<file path="src/rtl/seg_scan_disp.sv">
// seg_scan_disp
// Time-multiplexed 4-digit common-anode 7-segment driver. Shadows four BCD
// digits from the measurement block, scans them right-to-left-indexed
// (digit 0 = units) with a blanking gap at the start of each digit slot,
// and applies optional leading-zero blanking and per-digit decimal points.
//
// Ports
//   clk       system clock, rising edge
//   rst_n     synchronous active-low reset
//   seg0..3   BCD digits, seg0 = units, seg3 = thousands
//   load      shadow registers capture seg0..seg3 on this edge when high
//   blank_lz  enable leading-zero blanking on digits 3..1
//   dp_en     bit k lights the decimal point of digit k
//   seg_sel   digit enables, active-low, at most one low
//   seg_led   segments {dp,g,f,e,d,c,b,a}, active-low
//
// BLANK_CYC must satisfy 1 <= BLANK_CYC < DIG_CYC.

module seg_scan_disp #(
   parameter int CLK_FRE    = 26'd12_000_000,
   parameter int REFRESH_HZ = 250,
   parameter int BLANK_CYC  = 64
) (
   input  logic       clk,
   input  logic       rst_n,
   input  logic [3:0] seg0,
   input  logic [3:0] seg1,
   input  logic [3:0] seg2,
   input  logic [3:0] seg3,
   input  logic       load,
   input  logic       blank_lz,
   input  logic [3:0] dp_en,
   output logic [3:0] seg_sel,
   output logic [7:0] seg_led
);

   localparam int DIG_CYC = CLK_FRE / (4 * REFRESH_HZ);
   localparam int CNT_W   = (DIG_CYC > 1) ? $clog2(DIG_CYC) : 1;
   localparam logic [CNT_W-1:0] CNT_LAST  = CNT_W'(DIG_CYC - 1);
   localparam logic [CNT_W-1:0] CNT_BLANK = CNT_W'(BLANK_CYC);

   logic [CNT_W-1:0] pre_cnt;
   logic [1:0]       idx;
   logic [3:0]       sh [4];

   logic [3:0]       lz_blank;
   logic [3:0]       cur_digit;
   logic [3:0]       seg_sel_d;
   logic [7:0]       seg_led_d;

   // Returns {g,f,e,d,c,b,a}, active-low. Codes 10..15 show a dash.
   function automatic logic [6:0] decode(input logic [3:0] d);
      logic [6:0] r;
      case (d)
         4'd0:    r = 7'h40;
         4'd1:    r = 7'h79;
         4'd2:    r = 7'h24;
         4'd3:    r = 7'h30;
         4'd4:    r = 7'h19;
         4'd5:    r = 7'h12;
         4'd6:    r = 7'h02;
         4'd7:    r = 7'h78;
         4'd8:    r = 7'h00;
         4'd9:    r = 7'h10;
         default: r = 7'h3F;
      endcase
      return r;
   endfunction

   // A digit is a leading zero only if it and every more-significant digit
   // are zero; invalid codes are non-zero and stop the chain.
   always_comb begin
      lz_blank    = 4'b0000;
      lz_blank[3] = blank_lz && (sh[3] == 4'd0);
      lz_blank[2] = lz_blank[3] && (sh[2] == 4'd0);
      lz_blank[1] = lz_blank[2] && (sh[1] == 4'd0);
   end

   always_comb begin
      cur_digit = sh[idx];
      seg_sel_d = 4'b1111;
      seg_led_d = 8'hFF;
      if (pre_cnt >= CNT_BLANK) begin
         seg_sel_d      = ~(4'b0001 << idx);
         seg_led_d[6:0] = lz_blank[idx] ? 7'h7F : decode(cur_digit);
         seg_led_d[7]   = ~dp_en[idx];
      end
   end

   always_ff @(posedge clk) begin
      if (!rst_n) begin
         pre_cnt <= '0;
         idx     <= 2'd0;
         sh[0]   <= 4'd0;
         sh[1]   <= 4'd0;
         sh[2]   <= 4'd0;
         sh[3]   <= 4'd0;
         seg_sel <= 4'b1111;
         seg_led <= 8'hFF;
      end else begin
         if (pre_cnt == CNT_LAST) begin
            pre_cnt <= '0;
            idx     <= idx + 2'd1;
         end else begin
            pre_cnt <= pre_cnt + CNT_W'(1);
         end
         if (load) begin
            sh[0] <= seg0;
            sh[1] <= seg1;
            sh[2] <= seg2;
            sh[3] <= seg3;
         end
         seg_sel <= seg_sel_d;
         seg_led <= seg_led_d;
      end
   end

endmodule

</file>
<file path="config.mk">
export PLATFORM = sky130hd
export DESIGN_NAME = seg_scan_disp
export DESIGN_NICKNAME = d
export VERILOG_FILES = /design/src/rtl/seg_scan_disp.sv
export SDC_FILE = /design/constraint.sdc
export NUM_CORES = 1
export LEC_CHECK = 0
export CORE_MARGIN = 4
export CORE_UTILIZATION = 45
export DETAILED_ROUTE_END_ITERATION = 10
export PLACE_DENSITY = 0.78
export SYNTH_ARGS = -nofsm -noshare
export SYNTH_HDL_FRONTEND = slang
export SYNTH_SLANG_ARGS = --single-unit
</file>
<file path="constraint.sdc">
create_clock -name clk -period 2.7 [get_ports clk]
set_input_delay 0.675 -clock clk [delete_from_list [all_inputs] [get_ports clk]]
set_output_delay 0.675 -clock clk [all_outputs]
set_load 0.01 [all_outputs]
</file>
==> reports/qor.csv, run 1 <==
stage,metric,value,unit
sta,max_slew headroom,76.7,%
cells_and_area,layout cells sized above 1,8.19,%
critical_path,CP Data Arrival Time,2200,ps
critical_path,kind of end point of the critical path,register,
grt,"Remaining Overflow, GRT",0,
pwr,Max IR drop VDD,0.000365,V
yosys,asr flop ratio synth,0,%
drt,number of remaining DRC errors,0,
sta,Setup-failing EPs final,0,
floorplanning,Starting Density,47.3,%
sta,Tmin final,2030,ps
yosys,Yosys cell types,35,
clock_network,TritonCTS clock tree,done,
sta,Clock Skews,4.04,ps
critical_path,worst-path cell with the longest stage delay,mux4_2,
floorplanning,CORE AREA,4410,µm²
clock_network,PostCTS Resize Cnt,0,
critical_path,startpoint types,register,
drt,total length of routed wires,3.62,mm
pwr,total power,1270,µW
floorplanning,die area,5790,µm²
critical_path,WP data required,2870,ps
sta,achievable frequency,493,MHz
yosys,number of flops mapped to enable cells by yosys,16,
clock_network,clock sinks,46,
critical_path,Buf/Inv on CP,2,
yosys,"Net Count, Synth",226,
cells_and_area,fin nets,266,
sta,Slew @ Worst Pin,346,ps
grt,gr usage total,13.6,%
clock_network,post-CTS setup buffer count,0,
sta,"Slew Viols, Final",0,
clock_network,H-tree levels,2,
critical_path,worst path cell trace,mux4_2 -> inv_1 -> ha_1 -> inv_1 -> or2_2 -> a21oi_1 -> o21ai_0,
clock_network,Max Root-Sink Buffers,2,
drt,via count,1441,
grt,first-pass GRT wire length,6.35,mm
sta,Setup Total Neg Slack,0,ps
drt,drt wl/cell,12.8,µm
yosys,#FFs+latches synth,46,
grt,vias in the first global route,1353,
floorplanning,Die X,76.1,µm
sta,hold_ws,491,ps
worst_hold_path,Worst Hold Class,register to register,
critical_path,Top Family by Delay on Critical Path,multiplexers,
clock_network,CTS root buf,clkbuf_8,
yosys,share of the synthesized area in the top cell type,28.8,%
drt,drt first pass iters,4,
floorplanning,die span in y,76.1,µm
cells_and_area,Area growth syn-to-layout,23.3,%
floorplanning,io pins,36,
yosys,"Seq/Total Area, Yosys",51.8,%
grt,antenna violations before repair,0,
pwr,Power Dens Cells,491,nW/µm²
placed_design,post-DP HPWL,2.72,mm
drt,drt via density,5.07,
yosys,"top cells by area, synth","dfxtp_1 29%, edfxtp_1 23%, ha_1 6.6%, mux4_2 5.4%, and3_1 4.8%",
cells_and_area,fill count,374,
yosys,Synth area leader,dfxtp_1,
clock_network,CTS Hold Bufs,0,
critical_path,crit-path max FO,6,
cells_and_area,n_diodes,0,
critical_path,Setup Crit Path Kind,register to register,
yosys,Syn Std Cell Area,2090,µm²
cells_and_area,fin area,2570,µm²
yosys,Synth Area per Inst,10.9,µm²
clock_network,"Clk pin slew, worst setup/hold paths",80,ps
outcome,outcome,finished clean,
placed_design,Final Wtd Congestion,0.826,
flow_run,max cap viols,0,
drt,initial DRC count,64,
sta,Fin. Hold Viols,0,
pwr,Pleak,0.000986,µW
sta,Tcrit/Tclk final,75.1,%
placed_design,Post-DP Area,2490,µm²
sta,RSZ-0062 raised after global routing,no,
yosys,Post-Syn Instances,191,
drt,ANT nets after route,0,
placed_design,port bufs,35,
yosys,Synth Flop Type,dfxtp_1,
yosys,Ys Warns,0,
cells_and_area,final core utilization,58.3,%
critical_path,crit-path most repeated cell,inv_1,
critical_path,Worst path max stage delay,610,ps
clock_network,clk_lat worst skew,300,ps
grt,largest net degree at the start of global routing,21,
floorplanning,# rows,24,
clock_network,number of CTS-inserted buffers,5,
## area by class of cell
type	count	area, µm²	area share, %
Multi-Input combinational cell	129	931	36.2
Clock buffer	8	80.1	3.11
Timing Repair Buffer	39	380	14.8
Inverter	10	37.5	1.46
Tap cell	52	65.1	2.53
Sequential cell	46	1080	42.0
## routing by layer
metal | track usage, % | share of wire [%] | up-vias
met5 | 0 | 0 | -
met3 | 4.61 | 6.3 | 8
li1 | - | - | 752
met4 | 6.29 | 2.4 | 0
met2 | 20.9 | 44 | 41
met1 | 17.1 | 48 | 640
## logic make-up (layout without fill, tap and decap cells)
kind of cell,Yosys count,count (layout),synth area share (%)
adders and majority gates,11,11,6.59
buffers and inverters,16,57,3.65
muxes,6,6,5.87
DFF,46,46,51.8
AOI/OAI and AO/OA,17,17,4.85
xor gates and xnor gates,13,13,5.45
and+or+nand+nor,82,82,21.8
## cells in the mapped netlist (2+ instances only)
master	count
dfxtp_1	30
nor2_1	18
and3_1	16
edfxtp_1	16
nand2_1	13
ha_1	11
xnor2_1	11
inv_1	10
nor4_1	7
o21ai_0	6
a21oi_1	5
mux4_2	5
nand4_1	5
and2_1	4
nand3_1	4
nor2b_1	4
clkbuf_1	3
nor3_1	3
buf_6	2
nand2b_1	2
xor2_1	2
## registers in the layout, summed over array words and instances (netlist names), named ones only
signal,cells
seg_led,8
seg_sel,4
idx,2
sh,16
pre_cnt,14
## final timing paths
check	startpoint	to	slack [ps]	cells after the start
worst max register to register	register	seg_led[5]	670	7
worst min register to register	pre_cnt[0]	pre_cnt[0]	490	1
worst max-delay path	register	seg_led[5]	670	7
worst min-delay path	pre_cnt[0]	pre_cnt[0]	490	1
## layout by cell type, fill, tap and decap left out, types with 2 or more instances in the layout
cell type,count
nand2b_1,2
dfxtp_1,30
nor2_1,18
nor2b_1,4
xnor2_1,11
nor3_1,3
clkdlybuf4s50_1,35
nand2_1,13
a21oi_1,5
inv_1,10
buf_4,4
o21ai_0,6
ha_1,11
mux4_2,5
edfxtp_1,16
nand3_1,4
clkbuf_8,5
nand4_1,5
and3_1,16
xor2_1,2
and2_1,4
nor4_1,7
clkbuf_1,3
## metrics by stage
step,setup WS [ps],instances
final,671,284
after global placement,593,276
after floorplan,792,191
after detailed placement,574,276
after CTS,664,284
after global routing,530,284
## where the power goes
part	total [µW]	internal [µW]	switching [µW]
Sequential	756	741	14.7
Clock	395	184	211
Combinational	114	65.2	49.3
Total	1270	990	275
Note: power is estimated with default switching activity, not from simulation.
==> run 2, diff against run 1 <==
--- a/config.mk
+++ b/config.mk
@@ -8,7 +8,7 @@
 export CORE_MARGIN = 4
 export CORE_UTILIZATION = 45
 export DETAILED_ROUTE_END_ITERATION = 10
-export PLACE_DENSITY = 0.78
+export PLACE_DENSITY = 0.8
 export SYNTH_ARGS = -nofsm -noshare
 export SYNTH_HDL_FRONTEND = slang
 export SYNTH_SLANG_ARGS = --single-unit
==> constraint.sdc (replaced) <==
create_clock -name clk -period 1.8 [get_ports clk]
set_input_delay 0.45 -clock clk [delete_from_list [all_inputs] [get_ports clk]]
set_output_delay 0.45 -clock clk [all_outputs]
set_load 0.01 [all_outputs]
==> run 2 against run 1 <==
Sequential cell count unchanged. Cell count increased by 6.0%. Largest cell class unchanged. Die area unchanged. Setup slack got worse by 590 ps. Fmax increased by 18%. Via count increased by 4.6%. Register-to-register slack got worse by 590 ps. Core utilization increased by 3.1 points. Sequential share of layout area decreased by 2.0 points. Non-clock buffer count increased by 17.
==> reports/qor.csv, run 2 (same netlist as run 1, synthesis figures left out) <==
stage,metric,value,unit,change
outcome,outcome,finished clean,,
cells_and_area,Area growth syn-to-layout,30.0,%,
pwr,Max IR drop VDD,0.000378,V,+3.7%
drt,drt first pass iters,4,,unchanged
cells_and_area,most frequent cells in the layout,"35 x clkdlybuf4s50_1, 29 x dfxtp_1, 21 x buf_4",,
sta,Setup-failing EPs final,0,,unchanged
pwr,Int Pwr,1500,µW,+51%
critical_path,worst-path cell with the longest stage delay,mux4_2,,
cells_and_area,max FFs per register,16,,unchanged
sta,Slew @ Worst Pin,366,ps,+20.5 ps
critical_path,startpoint types,register,,
cells_and_area,Largest Register,sh,,
cells_and_area,"most common cell after layout, fill and taps aside",clkdlybuf4s50_1,,
sta,achievable frequency,581,MHz,+18%
placed_design,Final Wtd Congestion,0.839,,+1.5%
grt,largest net degree at the start of global routing,22,,+4.8%
drt,total length of routed wires,3.94,mm,+8.6%
cells_and_area,biggest regs,"sh: 16 flops, pre_cnt: 14 flops, seg_led: 8 flops",,
pwr,Logic pwr share,10.8,%,+1.8 points
drt,via count,1508,,+4.6%
placed_design,port bufs,35,,unchanged
pwr,Power Dens Cells,713,nW/µm²,+45%
sta,Tmin final,1720,ps,-307 ps
grt,vias in the first global route,1473,,+8.9%
worst_hold_path,cell count of the worst hold path,2,,+1
worst_hold_path,Worst Hold Class,register to register,,
placed_design,Placement Setup Slack,-50.2,ps,-624 ps
clock_network,"Clk pin slew, worst setup/hold paths",80,ps,about the same
grt,antenna violations before repair,0,,unchanged
critical_path,Setup crit start,sh[3][0],,
clock_network,Max Root-Sink Buffers,2,,unchanged
critical_path,crit-path max FO,2,,-4
floorplanning,CORE AREA,4410,µm²,unchanged
critical_path,worst path cell trace,mux4_2 -> inv_2 -> ha_1 -> inv_1 -> or2_2 -> a21oi_2 -> o21ai_1,,
pwr,Sw Pwr,437,µW,+59%
floorplanning,Starting Density,47.3,%,unchanged
cells_and_area,fin nets,283,,+6.4%
critical_path,Worst path max stage delay,510,ps,-100 ps
clock_network,CTS Hold Bufs,0,,unchanged
critical_path,CP Data Arrival Time,1910,ps,-290 ps
critical_path,r2r setup slk,80,ps,-590 ps
critical_path,Critical Path End,seg_led[5],,
clock_network,number of CTS-inserted buffers,5,,unchanged
drt,drt via density,5.01,,-1.3%
critical_path,WP data required,1990,ps,-880 ps
cells_and_area,layout cells sized above 1,16.5,%,+8.3 points
grt,gr usage total,14.3,%,+0.72 points
critical_path,Reg2Reg Depth,7,,unchanged
pwr,Clk pwr share,30.8,%,-0.4 points
pwr,sequential share of power,58.4,%,-1.3 points
floorplanning,die area,5790,µm²,unchanged
cells_and_area,n_diodes,0,,unchanged
floorplanning,io pins,36,,unchanged
critical_path,Setup Crit Path Kind,register to register,,
critical_path,kind of end point of the critical path,register,,
critical_path,R2R Path End,seg_led[5],,
placed_design,Post-DP Area,2610,µm²,+4.7%
floorplanning,Die X,76.1,µm,unchanged
drt,number of remaining DRC errors,0,,unchanged
grt,first-pass GRT wire length,6.58,mm,+3.6%
floorplanning,die span in y,76.1,µm,unchanged
flow_run,max cap viols,0,,unchanged
drt,ANT nets after route,0,,unchanged
sta,"Slew Viols, Final",0,,unchanged
sta,Tcrit/Tclk final,95.6,%,+21 points
sta,Fin. Hold Viols,0,,unchanged
clock_network,TritonCTS clock tree,done,,
pwr,Pleak,0.00108,µW,+9.3%
drt,drt wl/cell,13.1,µm,+2.5%
cells_and_area,fin area,2710,µm²,+5.4%
placed_design,post-DP HPWL,3.04,mm,+12%
critical_path,RR Startpoint,sh[3][0],,
clock_network,clock sinks,46,,unchanged
grt,"Remaining Overflow, GRT",0,,unchanged
sta,setup ws final,78.6,ps,-593 ps
clock_network,H-tree levels,2,,unchanged
drt,initial DRC count,34,,-47%
pwr,switching share of power,22.6,%,+0.84 points
floorplanning,# rows,24,,unchanged
clock_network,clk_lat worst skew,300,ps,about the same
clock_network,CTS root buf,clkbuf_8,,
sta,Clock Skews,6.32,ps,+2.28 ps
sta,RSZ-0062 raised after global routing,yes,,
sta,max_slew headroom,75.4,%,-1.4 points
## run 2: worst max-delay path: cells and delay by family, from the launching register on
kind | cells | cell delay [ps]
DFF | 1 | 400
and+or+nand+nor | 1 | 290
muxes | 1 | 510
adders and majority gates | 1 | 130
buffers and inverters | 2 | 110
AOI/OAI and AO/OA | 2 | 170
## run 2: cell type report
| cell class | count | area [µm²] |
|---|---|---|
| sequential | 46 | 1080 |
| multi-input combinational | 129 | 937 |
| clock buffer | 6 | 72.6 |
| clock inverter | 2 | 8.76 |
| timing repair buffer | 56 | 508 |
| fill | 377 | 1700 |
| tap | 52 | 65.1 |
| inverter | 10 | 37.5 |
## run 2: how the worst min path moves through the flow
stage / endpoint / slack [ps] / from
floorplan: pre_cnt[0] / 440 / pre_cnt[0]
global placement: pre_cnt[0] / 520 / pre_cnt[0]
detailed placement: pre_cnt[0] / 540 / pre_cnt[0]
CTS: pre_cnt[0] / 550 / pre_cnt[0]
global route: pre_cnt[0] / 600 / pre_cnt[0]
finish: pre_cnt[0] / 550 / pre_cnt[0]
## run 2: power groups by stage
stage	Combinational (µW)	Clock [µW]	Sequential, µW
after floorplan	102	0	1150
after global placement	194	0	1150
after detailed placement	199	0	1150
after CTS	199	608	1130
after global routing	229	653	1130
final	208	596	1130
## run 2: per-stage QoR
step	TNS, ps	total power [µW]	util [%]	std cells	hold slack (ps)
2_1_floorplan	0	1250	-	191	442
4_1_cts	0	1940	61.0	299	553
3_3_place_gp	0	1350	59.2	291	520
5_1_grt	-23.2	2020	61.5	301	595
6_report	0	1930	61.5	301	551
3_5_place_dp	-272	1350	59.2	291	542
## run 2: metal layers
metal  up-vias  wire [µm]  track usage, %
li1        780          -               -
met1       678       1850            16.4
met2        39       1770            23.5
met3        11        203            4.61
met4         0        118            7.87
met5         -          0               0
## run 2: timing repair
| item | in CTS | in global routing |
|---|---|---|
| resized for setup | 0 | 4 |
| setup buffers | 0 | 2 |
| setup endpoints to repair | 0 | 14 |
